File: src/rtl/instr_prefetch_pkg.sv
// instr_prefetch_pkg: shared types and constants for the instruction prefetcher
package instr_prefetch_pkg;
  typedef enum logic [1:0] {IDLE, FETCH, FLUSH} prefetch_state_t;
  localparam logic [31:0] NOP = 32'h0000_0013;
endpackage

File: src/rtl/fetch_fifo.sv
// fetch_fifo: small synchronous FIFO with flush, used for instructions and PC tags
module fetch_fifo #(
  parameter int DEPTH = 2,
  parameter int WIDTH = 64
) (
  input  logic                         clk,
  input  logic                         rst_n,
  input  logic                         push,
  input  logic                         pop,
  input  logic                         flush,
  input  logic [WIDTH-1:0]             din,
  output logic [WIDTH-1:0]             dout,
  output logic                         full,
  output logic                         empty,
  output logic [$clog2(DEPTH+1)-1:0]   count
);
  localparam int AW = DEPTH > 1 ? $clog2(DEPTH) : 1;
  localparam int CW = $clog2(DEPTH + 1);
  logic [WIDTH-1:0] mem [DEPTH];
  logic [AW-1:0] wr_ptr, rd_ptr;
  logic do_push, do_pop;
  function automatic logic [AW-1:0] inc(input logic [AW-1:0] p);
    return p == AW'(DEPTH - 1) ? '0 : p + AW'(1);
  endfunction
  assign full = count == CW'(DEPTH);
  assign empty = count == '0;
  assign do_pop = pop && !empty;
  assign do_push = push && (!full || do_pop);
  assign dout = mem[rd_ptr];
  always_ff @(posedge clk) begin
    if (!rst_n || flush) begin
      wr_ptr <= '0;
      rd_ptr <= '0;
      count <= '0;
    end else begin
      if (do_push) wr_ptr <= inc(wr_ptr);
      if (do_pop) rd_ptr <= inc(rd_ptr);
      count <= count + CW'(do_push) - CW'(do_pop);
    end
  end
  always_ff @(posedge clk)
    if (rst_n && !flush && do_push) mem[wr_ptr] <= din;
endmodule

File: src/rtl/instr_prefetch.sv
// instr_prefetch: credit-limited instruction prefetcher with redirect flush
module instr_prefetch
  import instr_prefetch_pkg::*;
#(
  parameter int DEPTH = 2
) (
  input  logic        clk,
  input  logic        rst_n,
  input  logic [31:0] boot_addr,
  input  logic        redirect_valid,
  input  logic [31:0] redirect_addr,
  output logic        imem_req,
  output logic [31:0] imem_addr,
  input  logic        imem_gnt,
  input  logic        imem_rvalid,
  input  logic [31:0] imem_rdata,
  output logic        if_valid,
  input  logic        if_ready,
  output logic [31:0] if_instr,
  output logic [31:0] if_pc,
  output logic [31:0] if_pc_plus_4
);
  localparam int CW = $clog2(DEPTH + 1);
  prefetch_state_t state, state_next;
  logic [31:0] fetch_addr, tag_pc;
  logic [63:0] head;
  logic [CW-1:0] outstanding, outstanding_next, discard, fifo_count, tag_count;
  logic grant, rv, rv_live, fifo_full, fifo_empty, tag_full, tag_empty;
  assign grant = imem_req && imem_gnt;
  assign rv = imem_rvalid && outstanding != '0;
  // A response is only kept when no older-stream discards remain and no redirect lands this cycle
  assign rv_live = rv && discard == '0 && !redirect_valid;
  assign outstanding_next = outstanding + CW'(grant) - CW'(rv);
  always_ff @(posedge clk) begin
    if (!rst_n) state <= IDLE;
    else state <= state_next;
  end
  always_comb begin
    state_next = redirect_valid ? (outstanding_next != '0 ? FLUSH : FETCH) :
                 state == IDLE ? FETCH :
                 (state == FLUSH && rv && discard == CW'(1)) ? FETCH : state;
  end
  always_comb begin
    imem_req = state == FETCH && ({1'b0, outstanding} + {1'b0, fifo_count} < (CW+1)'(DEPTH));
  end
  always_ff @(posedge clk) begin
    if (!rst_n) begin
      fetch_addr <= '0;
      outstanding <= '0;
      discard <= '0;
    end else begin
      outstanding <= outstanding_next;
      if (redirect_valid) begin
        fetch_addr <= redirect_addr & 32'hFFFF_FFFC;
        discard <= outstanding_next;
      end else begin
        if (state == IDLE) fetch_addr <= boot_addr & 32'hFFFF_FFFC;
        else if (grant) fetch_addr <= fetch_addr + 32'd4;
        if (rv && discard != '0) discard <= discard - CW'(1);
      end
    end
  end
  assign imem_addr = fetch_addr;
  fetch_fifo #(.DEPTH(DEPTH), .WIDTH(64)) u_fifo (
    .clk(clk), .rst_n(rst_n),
    .push(rv_live), .pop(if_valid && if_ready), .flush(redirect_valid),
    .din({imem_rdata, tag_pc}), .dout(head),
    .full(fifo_full), .empty(fifo_empty), .count(fifo_count)
  );
  fetch_fifo #(.DEPTH(DEPTH), .WIDTH(32)) u_tags (
    .clk(clk), .rst_n(rst_n),
    .push(grant), .pop(rv_live), .flush(redirect_valid),
    .din(fetch_addr), .dout(tag_pc),
    .full(tag_full), .empty(tag_empty), .count(tag_count)
  );
  assign if_valid = !fifo_empty;
  assign if_instr = if_valid ? head[63:32] : NOP;
  assign if_pc = if_valid ? head[31:0] : '0;
  assign if_pc_plus_4 = if_valid ? head[31:0] + 32'd4 : '0;
  a_no_overflow: assert property (@(posedge clk) disable iff (!rst_n) !(rv_live && fifo_full));
  a_tag_present: assert property (@(posedge clk) disable iff (!rst_n) !(rv_live && tag_empty));
  a_tag_room:    assert property (@(posedge clk) disable iff (!rst_n) !(grant && tag_full && !redirect_valid));
  a_tag_track:   assert property (@(posedge clk) disable iff (!rst_n) state != FETCH || tag_count == outstanding);
endmodule

File: config.mk
export PLATFORM = sky130hd
export DESIGN_NAME = instr_prefetch
export DESIGN_NICKNAME = d
export VERILOG_FILES = /design/src/rtl/instr_prefetch_pkg.sv /design/src/rtl/fetch_fifo.sv /design/src/rtl/instr_prefetch.sv
export SDC_FILE = /design/constraint.sdc
export NUM_CORES = 1
export LEC_CHECK = 0
export CORE_MARGIN = 10
export CORE_UTILIZATION = 53
export DETAILED_ROUTE_END_ITERATION = 8
export MAX_ROUTING_LAYER = met4
export PLACE_DENSITY = 0.83
export SYNTH_ARGS = -nofsm -noshare
export SYNTH_HDL_FRONTEND = slang
export SYNTH_SLANG_ARGS = --single-unit
File: constraint.sdc
create_clock -name clk -period 26.7 [get_ports clk]
set_input_delay 6.675 -clock clk [delete_from_list [all_inputs] [get_ports clk]]
set_output_delay 6.675 -clock clk [all_outputs]
set_load 0.005 [all_outputs]
Word level (Yosys, flattened, before mapping)

Memory sizes are Yosys's and may differ from the RTL's. A register that Yosys moved wholly into a read port is not among the register bits.
Index checks and enable logic that the tools add are counted.
W data, S select, Z words.

Logic and storage cells: 94
Register bits after elaboration: 46
RAM bits: 192
Bits of input ports: 102
Memories: 2
Output and inout port bits: 130

Memories:

| memory     | depth | bits a word | read ports | clocked after Yosys merged registers in | wr ports | line             | RTL |
|---|---|---|---|---|---|---|---|
| u_fifo.mem | 2     | 64          | 1          | 1                                       | 1        | fetch_fifo.sv:19 | `logic [WIDTH-1:0] mem [DEPTH];` |
| u_tags.mem | 2     | 32          | 1          | 1                                       | 1        | fetch_fifo.sv:19 |  |

Reductions and logical operators: 36
$lt $le $gt $ge: 1
Eq/ne operators: 5
Multiplexer cells: 24
Add/sub/neg operators: 14
Bitwise gates (word level): 1

Operator list:

| operator                | number |
|---|---|
| $mux W32                | 6 |
| $add A32 B3 Y32 const B | 2 |
| $logic_and A1 B1 Y1     | 16 |
| $mux W1                 | 12 |
| $mux W2                 | 6 |
| $logic_not A2 Y1        | 4 |
| $reduce_bool A2 Y1      | 4 |
| $add A2 B1 Y2           | 3 |
| $eq A2 B2 Y1 const B    | 3 |
| $logic_not A1 Y1        | 6 |
| $reduce_bool A3 Y1      | 2 |
| $sub A2 B1 Y2           | 3 |
| $add A1 B1 Y1 const B   | 4 |
| $eq A2 B1 Y1 const B    | 2 |
| $add A2 B2 Y3           | 1 |
| $logic_or A1 B1 Y1      | 3 |
| $lt A3 B2 Y1 const B    | 1 |
| $reduce_or A3 Y1        | 1 |
| $sub A2 B1 Y2 const B   | 1 |
| $not A1 Y1              | 1 |

Longest topological paths before layout

Gate-level depths: netlist of the first run.

Depth in word-level cells: 10
Depth in mapped cells: 11
Depth with buffers taken out: 11

By module

Synthesis of the first run repeated with hierarchy kept, for this count alone.

Cells, all modules: 909
Area total of the unflattened synthesis: 11172.0 sq um

By module, submodules not included:

| module              | times used | area an instance (sq um) | sequential area each (sq um) | cells each |
|---|---|---|---|---|
| fetch_fifo (u_fifo) | 1          | 4852.2                   | 3943.8                       | 231 |
| instr_prefetch      | 1          | 3766.1                   | 720.7                        | 546 |
| fetch_fifo (u_tags) | 1          | 2553.7                   | 2021.9                       | 132 |

Least setup slack after synthesis of the first run

Ideal clock, no wire load.

Path kind: in2reg
Start: input port redirect_valid
End: memory u_fifo.mem[0][10], enable pin
Stages: 5
Setup time: 635 ps
Data arrival time: 13229 ps
Slack: 12836 ps
Path buffers: 2
Data required time: 26065 ps
Path through: clkbuf_1 inv_1 clkbuf_1 nand3b_1 nor4_1

Word-level cells in the longest chain between the ends: 6
Elaborated cells on any way between the ends: 7
Classes of those cells: mux (2); reduce/logical (5)

Ends and longest elaborated chain:

| item                            | line                                   | RTL |
|---|---|---|
| from (decl)                     | instr_prefetch.sv:10                   | `input logic redirect_valid,` |
| $logic_not A1 Y1 *              | fetch_fifo.sv:42, instr_prefetch.sv:32 |  |
| $logic_and A1 B1 Y1             | instr_prefetch.sv:32                   | `assign rv_live = rv && discard == '0 && !redirect_valid;` |
| $logic_and A1 B1 Y1             | fetch_fifo.sv:28                       | `assign do_push = push && (!full \|\| do_pop);` |
| $logic_and A1 B1 Y1 *           | fetch_fifo.sv:42                       | `if (rst_n && !flush && do_push) mem[wr_ptr] <= din;` |
| $mux W1 *                       | fetch_fifo.sv:42                       |  |
| $mux W1 (implied by the code) * | fetch_fifo.sv:42                       |  |
| to (decl)                       | fetch_fifo.sv:19                       |  |

Mark *: on every way between the ends. The rest lies on a longest branch, timed or not.

==> results.sh, run 1 <==
export IMPL_outcome="completed"
export IMPL_cap_violations=0
export IMPL_io_buffers=221
export IMPL_period_share_pct=40.10
export IMPL_routed_via_density=5.788
export IMPL_critPathArrivalTime_ns=4.03
export IMPL_syn_area_per_cell_um2=12.04
export IMPL_cts_resized=0
export IMPL_period_minus_slack_ns=10.71
export IMPL_drt_total_wl_um=27770
export IMPL_reg2reg_depth=7
export IMPL_firstDrtPassIters=5
export IMPL_hold_path_class="reg -> reg"
export IMPL_slowest_delay_ns=0.85
export IMPL_grt_pass1_wl_um=43500
export IMPL_synthArstFlopShare_pct=0
export IMPL_startpoint_type="flip-flop"
export IMPL_insertion_delay_ns=0.51
export IMPL_dp_hpwl_um=19610
export IMPL_skew_ns=0.02659
export IMPL_drt_iter0_drc=611
export IMPL_synth_area_leader_cell="edfxtp_1"
export IMPL_synth_enable_flop_cells=184
export IMPL_combPwrFrac_pct=20.1
export IMPL_htreeDepth=1
export IMPL_core_um2=20170
export IMPL_cts_buffer_depth=3
export IMPL_timing_hold_ws_ns=0.5304
export IMPL_grt_pass1_vias=7990
export IMPL_peakVddDrop_mv=0.04216
export IMPL_min_from="u_tags.rd_ptr"
export IMPL_cts_hold_buf=0
export IMPL_gp_congestion=0.8817
export IMPL_grt_antenna_before_repair=1
export IMPL_r2r_setup_slack_ns=23.40
export IMPL_pwr_share_seq_pct=45.8
export IMPL_slew_headroom_pct=28.13
export IMPL_cp_required_ns=20.02
export IMPL_grt_ovfl_total=0
export IMPL_fmaxAchievable_mhz=93.40
export IMPL_num_io_pins=232
export IMPL_worstSetupPathType="reg -> out"
export IMPL_worstPathCellList="buf_4 -> nand3_1 -> a22oi_2 -> nand4_1 -> o21a_1 -> nor3_1 -> clkdlybuf4s50_1"
export IMPL_clk_pin_slew_worst_paths_ns=0.06
export IMPL_synth_cell_type_count=82
export IMPL_vias=8068
export IMPL_start_util_pct=53.74
export IMPL_drc_errors=0
export IMPL_reg2reg_from="u_fifo.count[0]"
export IMPL_leakagePower_nw=4.577
export IMPL_swShare_pct=27.23
export IMPL_ys_flop_type="edfxtp_1"
export IMPL_postRouteAntennaNets=0
export IMPL_cts_tree="done"
export IMPL_syn_cell_area_um2=10840
export IMPL_p_per_area_nw_per_um2=70.31
export IMPL_switchingPower_mw=0.2685
export IMPL_dieArea_um2=26570
export IMPL_row_count=52
export IMPL_reg2reg_to="imem_addr[23]"
export IMPL_clock_sinks=230
export IMPL_pwr_share_clk_pct=34.1
export IMPL_drive_gt1_share_pct=9.439
export IMPL_hold_viol=0
export IMPL_synthToLayoutAreaGrowth_pct=29.38
export IMPL_setup_tns_ns=0
export IMPL_die_y_um=163.0
export IMPL_ys_warn_count=0
export IMPL_yosysMostFrequentCell="edfxtp_1"
export IMPL_grt_max_degree=81
export IMPL_grtUsageTotal_pct=20.82
export IMPL_synth_area_top_cells="edfxtp_1, dfxtp_1, mux2i_1"
export IMPL_synth_top_area_share_pct=50.98
export IMPL_ys_seq_area_share_pct=59.47
export IMPL_crit_fanout=74
export IMPL_route_detailed_wl_per_inst_um=19.92
export IMPL_numCtsBuffers=24
export IMPL_synthTopCellsByCount="edfxtp_1, nor2_1, mux2i_1"
export IMPL_die_w_um=163.0
export IMPL_fillers=1470
export IMPL_final_nets=1218
export IMPL_rsz0062_at_grt="no"
export IMPL_endpoint_kind="output pin"
export IMPL_worstHoldPathCells=2
export IMPL_cts_setup_buffers=0
export IMPL_tightest_slew_ns=1.078
export IMPL_root_buffer="clkbuf_16"
export IMPL_setup_viol=0
export IMPL_maxSlewViolCount=0
export IMPL_yosys_register_bits=230
export IMPL_p_int_mw=0.7174
export IMPL_crit_slowest_cell="buf_4"
export IMPL_hold_path_end="u_tags.rd_ptr"
export IMPL_syn_inst=900
-- final cells by class --
class | instances | area [um2] | area share, %
well taps | 270 | 337.8 | 2.409
inverters | 17 | 63.81 | 0.4550
clock buffers | 35 | 681.9 | 4.863
repair buffers | 232 | 2295 | 16.36
flip-flops and latches | 230 | 6450 | 45.99
multi-input cells | 600 | 4056 | 28.93
clock inverters | 9 | 136.4 | 0.9725
diodes | 1 | 2.502 | 0.01784
-- worst max-delay path: cells and delay by family, from the launching register on --
kind | cells | cell delay (ns)
buf+inv | 2 | 1.39
flops | 1 | 0.49
simple gates | 3 | 0.75
compound gates | 2 | 0.86
-- through the flow --
step | instance area [um2] | total power, mW | util (%) | worst slack, ns | instances
6_report | 14020 | 0.9859 | 69.53 | 15.99 | 1394
5_1_grt | 14020 | 1.029 | 69.53 | 15.75 | 1394
4_1_cts | 14020 | 0.9911 | 69.52 | 15.96 | 1393
3_5_place_dp | 13200 | 0.6550 | 65.46 | 16.49 | 1349
3_3_place_gp | 13200 | 0.6476 | 65.46 | 16.53 | 1349
2_1_floorplan | 10860 | 0.5604 | - | 12.84 | 905
-- logic make-up after synthesis --
kind of cell             after synthesis  share of synthesized area [%]
AND/OR/NAND/NOR                      297                          13.94
flip-flops                           230                          59.47
AO/OA/AOI/OAI                        157                          9.870
multiplexers                          93                          8.969
buffers and inverters                 75                          3.463
XOR/XNOR                              36                          2.909
adder cells (fa/ha/maj)               11                          1.339
other                                  1                        0.03460
-- power groups by stage --
stage	clock network (mW)	registers [mW]	logic, mW
2_1_floorplan	0	0.448	0.112
3_3_place_gp	0	0.456	0.192
3_5_place_dp	0	0.458	0.197
4_1_cts	0.342	0.451	0.198
5_1_grt	0.357	0.455	0.217
6_report	0.336	0.452	0.198
-- registers in the layout, indices dropped and copies added, names as in the netlist, named ones only --
name           cells
discard            2
imem_addr         30
outstanding        2
state              2
u_fifo.count       2
u_fifo.mem       124
u_fifo.rd_ptr      1
u_fifo.wr_ptr      1
u_tags.count       2
u_tags.mem        60
u_tags.rd_ptr      1
u_tags.wr_ptr      1
-- worst max path at each step --
stage	from	endpoint	slack (ns)	cells after the start
after floorplan	redirect_valid	u_fifo.mem[0][10]	12.84	5
after global placement	flip-flop	if_pc_plus_4[30]	16.53	7
after detailed placement	flip-flop	if_pc_plus_4[30]	16.49	7
after CTS	flip-flop	if_pc_plus_4[30]	15.96	7
after global routing	flip-flop	if_pc_plus_4[26]	15.75	7
final	flip-flop	if_pc_plus_4[30]	15.99	7
-- metal layers --
metal	GRT usage (%)	vias to the layer above	share of wire, %
met5	-	-	0
met4	3.893	0	1.4
met3	5.536	37	10
met2	32.57	402	45
met1	27.03	3832	43
li1	-	3797	-
-- placed cells by master (no fill, tap or decap), types with 11 or more instances in the layout --
master | synthesis | final
a21oi_1 | 37 | 37
a31oi_1 | 12 | 12
buf_4 | 8 | 11
clkbuf_16 | 0 | 24
clkdlybuf4s50_1 | 0 | 221
dfxtp_1 | 46 | 45
edfxtp_1 | 184 | 184
inv_1 | 16 | 16
mux2_2 | 33 | 33
mux2i_1 | 60 | 60
nand2_1 | 49 | 49
nand3_1 | 26 | 26
nand4_1 | 17 | 17
nor2_1 | 113 | 112
nor3_1 | 24 | 23
o21ai_0 | 31 | 31
xnor2_1 | 23 | 23
xor2_1 | 13 | 13
Power figures use the tool's default switching activity.
==> run 2, diff against run 1 <==
--- a/config.mk
+++ b/config.mk
@@ -6,10 +6,10 @@
 export NUM_CORES = 1
 export LEC_CHECK = 0
 export CORE_MARGIN = 10
-export CORE_UTILIZATION = 53
+export CORE_UTILIZATION = 51
 export DETAILED_ROUTE_END_ITERATION = 8
 export MAX_ROUTING_LAYER = met4
-export PLACE_DENSITY = 0.83
+export PLACE_DENSITY = 0.8
 export SYNTH_ARGS = -nofsm -noshare
 export SYNTH_HDL_FRONTEND = slang
 export SYNTH_SLANG_ARGS = --single-unit
==> constraint.sdc (replaced) <==
create_clock -name clk -period 10.3 [get_ports clk]
set_input_delay 2.575 -clock clk [delete_from_list [all_inputs] [get_ports clk]]
set_output_delay 2.575 -clock clk [all_outputs]
set_load 0.005 [all_outputs]
==> results.sh, run 2 (same netlist as run 1, synthesis figures left out) <==
export IMPL_outcome="completed"
export IMPL_grt_pass1_vias=7936
export IMPL_maxSlewViolCount=0
export IMPL_slew_headroom_pct=31.75
export IMPL_p_per_area_nw_per_um2=184.7
export IMPL_final_seq_area_um2=6450
export IMPL_route_detailed_wl_per_inst_um=19.98
export IMPL_firstDrtPassIters=5
export IMPL_clk_pin_slew_worst_paths_ns=0.06
export IMPL_grt_pass1_wl_um=43940
export IMPL_endpoint_kind="output pin"
export IMPL_wl_met2_um=12100
export IMPL_routed_via_density=5.736
export IMPL_grt_ovfl_total=0
export IMPL_startpoint_type="flip-flop"
export IMPL_root_buffer="clkbuf_16"
export IMPL_period_minus_slack_ns=6.478
export IMPL_htreeDepth=1
export IMPL_multiInputGateArea_um2=4056
export IMPL_die_w_um=165.8
export IMPL_dieArea_um2=27480
export IMPL_vias=8024
export IMPL_cts_tree="done"
export IMPL_dp_hpwl_um=19710
export IMPL_skew_ns=0.01500
export IMPL_drt_total_wl_um=27950
export IMPL_grt_max_degree=81
export IMPL_period_share_pct=62.90
export IMPL_largest_reg_flops=124
export IMPL_setup_viol=0
export IMPL_drt_iter0_drc=505
export IMPL_critPathArrivalTime_ns=3.90
export IMPL_fillers=1577
export IMPL_numCtsBuffers=24
export IMPL_io_buffers=221
export IMPL_peakVddDrop_mv=0.1409
export IMPL_wl_met3_um=2514
export IMPL_tightest_slew_ns=1.024
export IMPL_top_register="u_fifo.mem"
export IMPL_worstHoldPathCells=2
export IMPL_setup_tns_ns=0
export IMPL_rsz0062_at_grt="no"
export IMPL_clock_sinks=230
export IMPL_drt_met1_wl_um=12880
export IMPL_grt_antenna_before_repair=0
export IMPL_fmaxAchievable_mhz=154.4
export IMPL_cap_violations=0
export IMPL_core_um2=20960
export IMPL_worstSetupPathType="reg -> out"
export IMPL_gp_congestion=0.8463
export IMPL_reg2reg_to="state[0]"
export IMPL_row_count=53
export IMPL_layout_commonest_cell="clkdlybuf4s50_1"
export IMPL_diodes=0
export IMPL_final_cell_mix="clkdlybuf4s50_1, edfxtp_1, nor2_1, mux2i_1, nand2_1"
export IMPL_power_mw=2.600
export IMPL_hold_path_class="reg -> reg"
export IMPL_num_io_pins=232
export IMPL_leakagePower_nw=4.597
export IMPL_reg2reg_depth=11
export IMPL_final_nets=1219
export IMPL_reg2reg_from="u_fifo.count[0]"
export IMPL_die_y_um=165.8
export IMPL_start_util_pct=51.73
export IMPL_cts_buffer_depth=3
export IMPL_min_from="u_tags.rd_ptr"
export IMPL_grtUsageTotal_pct=19.81
export IMPL_crit_fanout=72
export IMPL_drive_gt1_share_pct=10.14
export IMPL_synthToLayoutAreaGrowth_pct=29.84
export IMPL_drc_errors=0
export IMPL_insertion_delay_ns=0.51
export IMPL_hold_viol=0
export IMPL_cts_hold_buf=0
export IMPL_cts_setup_buffers=0
export IMPL_top_layer="met4"
export IMPL_postRouteAntennaNets=0
export IMPL_cp_required_ns=7.73
export IMPL_cts_resized=0
export IMPL_r2r_setup_slack_ns=7.18
run 2: cell types whose count changed in the layout (fill, tap and decap cells not counted), moves of 2 or more:
cell and change:
inv_6 +3, clkinv_2 +2, clkbuf_1 -7, clkbuf_8 -3, clkinvlp_4 +3
run 2: worst max path at each step:
| stage | depth (start not counted) | start | end | slack [ns] |
|---|---|---|---|---|
| after global placement | 7 | flip-flop | if_pc_plus_4[28] | 4.37 |
| final | 7 | flip-flop | if_pc_plus_4[28] | 3.82 |
| after global routing | 7 | flip-flop | if_pc_plus_4[31] | 3.53 |
| after detailed placement | 7 | flip-flop | if_pc_plus_4[28] | 4.36 |
| after floorplan | 5 | redirect_valid | u_fifo.mem[0][10] | 0.54 |
| after CTS | 7 | flip-flop | if_pc_plus_4[28] | 3.80 |
run 2: routing by layer:
layer  GRT usage [%]  vias up
met3           5.064       26
met4           4.160        0
met2           29.53      399
met5               -        -
met1           26.84     3799
li1                -     3800
run 2: layout make-up:
type / count / share of cell area, %
Multi-Input combinational cell: 600 / 28.82
Tap cell: 275 / 2.445
Clock inverter: 18 / 1.547
Timing Repair Buffer: 233 / 16.36
Sequential cell: 230 / 45.83
Clock buffer: 26 / 4.543
Inverter: 17 / 0.4534
run 2: stage by stage:
stage	util [%]	setup slack, ns	cells	cell area (um2)	hold WS (ns)
global placement	63.07	4.373	1355	13220	0.4938
detailed placement	63.07	4.355	1355	13220	0.4968
floorplan	-	0.5359	905	10860	0.4703
CTS	67.16	3.800	1399	14070	0.5226
global route	67.16	3.528	1399	14070	0.5525
finish	67.16	3.822	1399	14070	0.5155
run 2: report_power, final:
| group | switching (mW) | total (mW) | leakage [nW] | internal [mW] |
|---|---|---|---|---|
| clock network | 0.359 | 0.914 | 0.411 | 0.555 |
| logic | 0.273 | 0.516 | 2.14 | 0.242 |
| registers | 0.0877 | 1.17 | 2.05 | 1.08 |
run 2: critical path, cell delays in order, from the launching register on:
cell	delay (ns)
dfxtp_4	0.49
buf_4	0.83
nand3_1	0.18
a22oi_2	0.53
nand2_2	0.22
o31a_1	0.35
nor3_1	0.23
clkdlybuf4s50_1	0.56
==> run 3, diff against run 2 <==
==> constraint.sdc (replaced) <==
create_clock -name clk -period 6.2 [get_ports clk]
set_input_delay 1.55 -clock clk [delete_from_list [all_inputs] [get_ports clk]]
set_output_delay 1.55 -clock clk [all_outputs]
set_load 0.005 [all_outputs]
==> results.sh, run 3 (same netlist as run 1, synthesis figures left out) <==
export IMPL_postRouteAntennaNets=0
export IMPL_final_cell_mix="clkdlybuf4s50_1, edfxtp_1, nor2_1, mux2i_1, nand2_1"
export IMPL_rsz0062_at_grt="no"
export IMPL_grt_max_degree=80
export IMPL_critPathArrivalTime_ns=3.61
export IMPL_fmaxAchievable_mhz=193.9
export IMPL_cts_tree="done"
export IMPL_grt_pass1_wl_um=44180
export IMPL_numCtsBuffers=24
export IMPL_grt_antenna_before_repair=0
export IMPL_drt_iter0_drc=520
export IMPL_num_io_pins=232
export IMPL_cts_hold_buf=0
export IMPL_dieArea_um2=27480
export IMPL_hold_viol=0
export IMPL_dp_hpwl_um=19820
export IMPL_endpoint_kind="output pin"
export IMPL_diodes=0
export IMPL_firstDrtPassIters=5
export IMPL_cts_buffer_depth=3
export IMPL_row_count=53
export IMPL_slew_headroom_pct=29.22
export IMPL_clock_sinks=230
export IMPL_outcome="completed"
export IMPL_period_minus_slack_ns=5.157
export IMPL_startpoint_type="flip-flop"
export IMPL_placed_cells=1359
export IMPL_cts_resized=0
export IMPL_p_per_area_nw_per_um2=298.5
export IMPL_start_util_pct=51.73
export IMPL_peakVddDrop_mv=0.2032
export IMPL_stdcell_count=1403
export IMPL_grtUsageTotal_pct=19.99
export IMPL_grt_ovfl_total=0
export IMPL_skew_ns=0.01175
export IMPL_setup_viol=0
export IMPL_period_share_pct=83.18
export IMPL_die_y_um=165.8
export IMPL_gp_congestion=0.8770
export IMPL_insertion_delay_ns=0.51
export IMPL_top_register="u_fifo.mem"
export IMPL_cts_setup_buffers=0
export IMPL_drive_gt1_share_pct=9.752
export IMPL_root_buffer="clkbuf_16"
export IMPL_largest_reg_flops=124
export IMPL_die_w_um=165.8
export IMPL_route_detailed_wl_per_inst_um=20.09
export IMPL_maxSlewViolCount=0
export IMPL_grt_pass1_vias=7902
export IMPL_hold_path_class="reg -> reg"
export IMPL_layout_commonest_cell="clkdlybuf4s50_1"
export IMPL_cap_violations=0
export IMPL_final_nets=1223
export IMPL_drt_total_wl_um=28190
export IMPL_vias=8027
export IMPL_synthToLayoutAreaGrowth_pct=29.37
export IMPL_cp_required_ns=4.65
export IMPL_worstSetupPathType="reg -> out"
export IMPL_crit_fanout=40
export IMPL_tightest_slew_ns=1.062
export IMPL_setup_tns_ns=0
export IMPL_routed_via_density=5.721
export IMPL_io_buffers=221
export IMPL_drc_errors=0
export IMPL_leakagePower_nw=4.577
export IMPL_fillers=1588
export IMPL_clk_pin_slew_worst_paths_ns=0.06
export IMPL_core_um2=20960
export IMPL_htreeDepth=1
## run 3: cell count changes in the layout (fill, tap and decap cells not counted)
cell and change:
buf_4 +4, bufinv_16 -2, clkbuf_1 +3, clkbuf_8 -1, clkinv_1 +5, clkinv_2 +1
clkinv_4 -2, clkinvlp_4 -1, inv_6 -3, nor4_2 -1, nor4_4 +1
## run 3: metal layers
| layer | vias to the layer above | global-route usage [%] | routed length [um] |
|---|---|---|---|
| li1 | 3799 | - | - |
| met1 | 3812 | 27.31 | 12830 |
| met2 | 377 | 28.85 | 12110 |
| met3 | 39 | 5.868 | 2800 |
| met4 | 0 | 4.507 | 446 |
| met5 | - | - | 0 |
## run 3: layout make-up
type	count	area, um2	share of cell area (%)
flip-flops and latches	230	6450	46.00
repair buffers	237	2332	16.63
multi-input cells	600	4065	28.99
inverters	17	63.81	0.4551
clock inverters	16	130.1	0.9280
clock buffers	28	636.9	4.542
well taps	275	344.1	2.454
## run 3: path summary, 6_finish.rpt
check	start	endpoint	slack [ns]	cells after the start
hold / removal	u_fifo.rd_ptr	u_fifo.rd_ptr	0.52	2
setup / recovery	flip-flop	if_pc_plus_4[23]	1.04	7
hold reg to reg	u_fifo.rd_ptr	u_fifo.rd_ptr	0.52	2
setup reg to reg	u_fifo.count[0]	imem_addr[23]	2.88	7
## run 3: worst max-delay path, cell delays in order, from the launching register on
cell and delay, ns:
dfxtp_4 0.67, buf_4 0.45, nand4_1 0.24, a22oi_2 0.46
nand4_4 0.24, o31a_1 0.34, nor3_1 0.13, clkdlybuf4s50_1 0.54
## run 3: through the flow
| stage | worst slack, ns | cell area (um2) | util (%) | total power, mW | hold slack [ns] |
|---|---|---|---|---|---|
| after detailed placement | 1.560 | 13260 | 63.26 | 2.819 | 0.5032 |
| after global placement | 1.593 | 13260 | 63.26 | 2.801 | 0.4955 |
| final | 1.043 | 14020 | 66.92 | 4.186 | 0.5167 |
| after floorplan | 0.06550 | 10860 | - | 2.412 | 0.4703 |
| after global routing | 0.7631 | 14020 | 66.92 | 4.376 | 0.5414 |
| after CTS | 0.9986 | 14020 | 66.92 | 4.205 | 0.5212 |
## run 3: report_power, final
group	internal, mW	leakage, nW	switching [mW]
combinational	0.400	2.16	0.448
sequential	1.80	2.05	0.148
clock	0.816	0.369	0.573
total	3.02	4.58	1.17
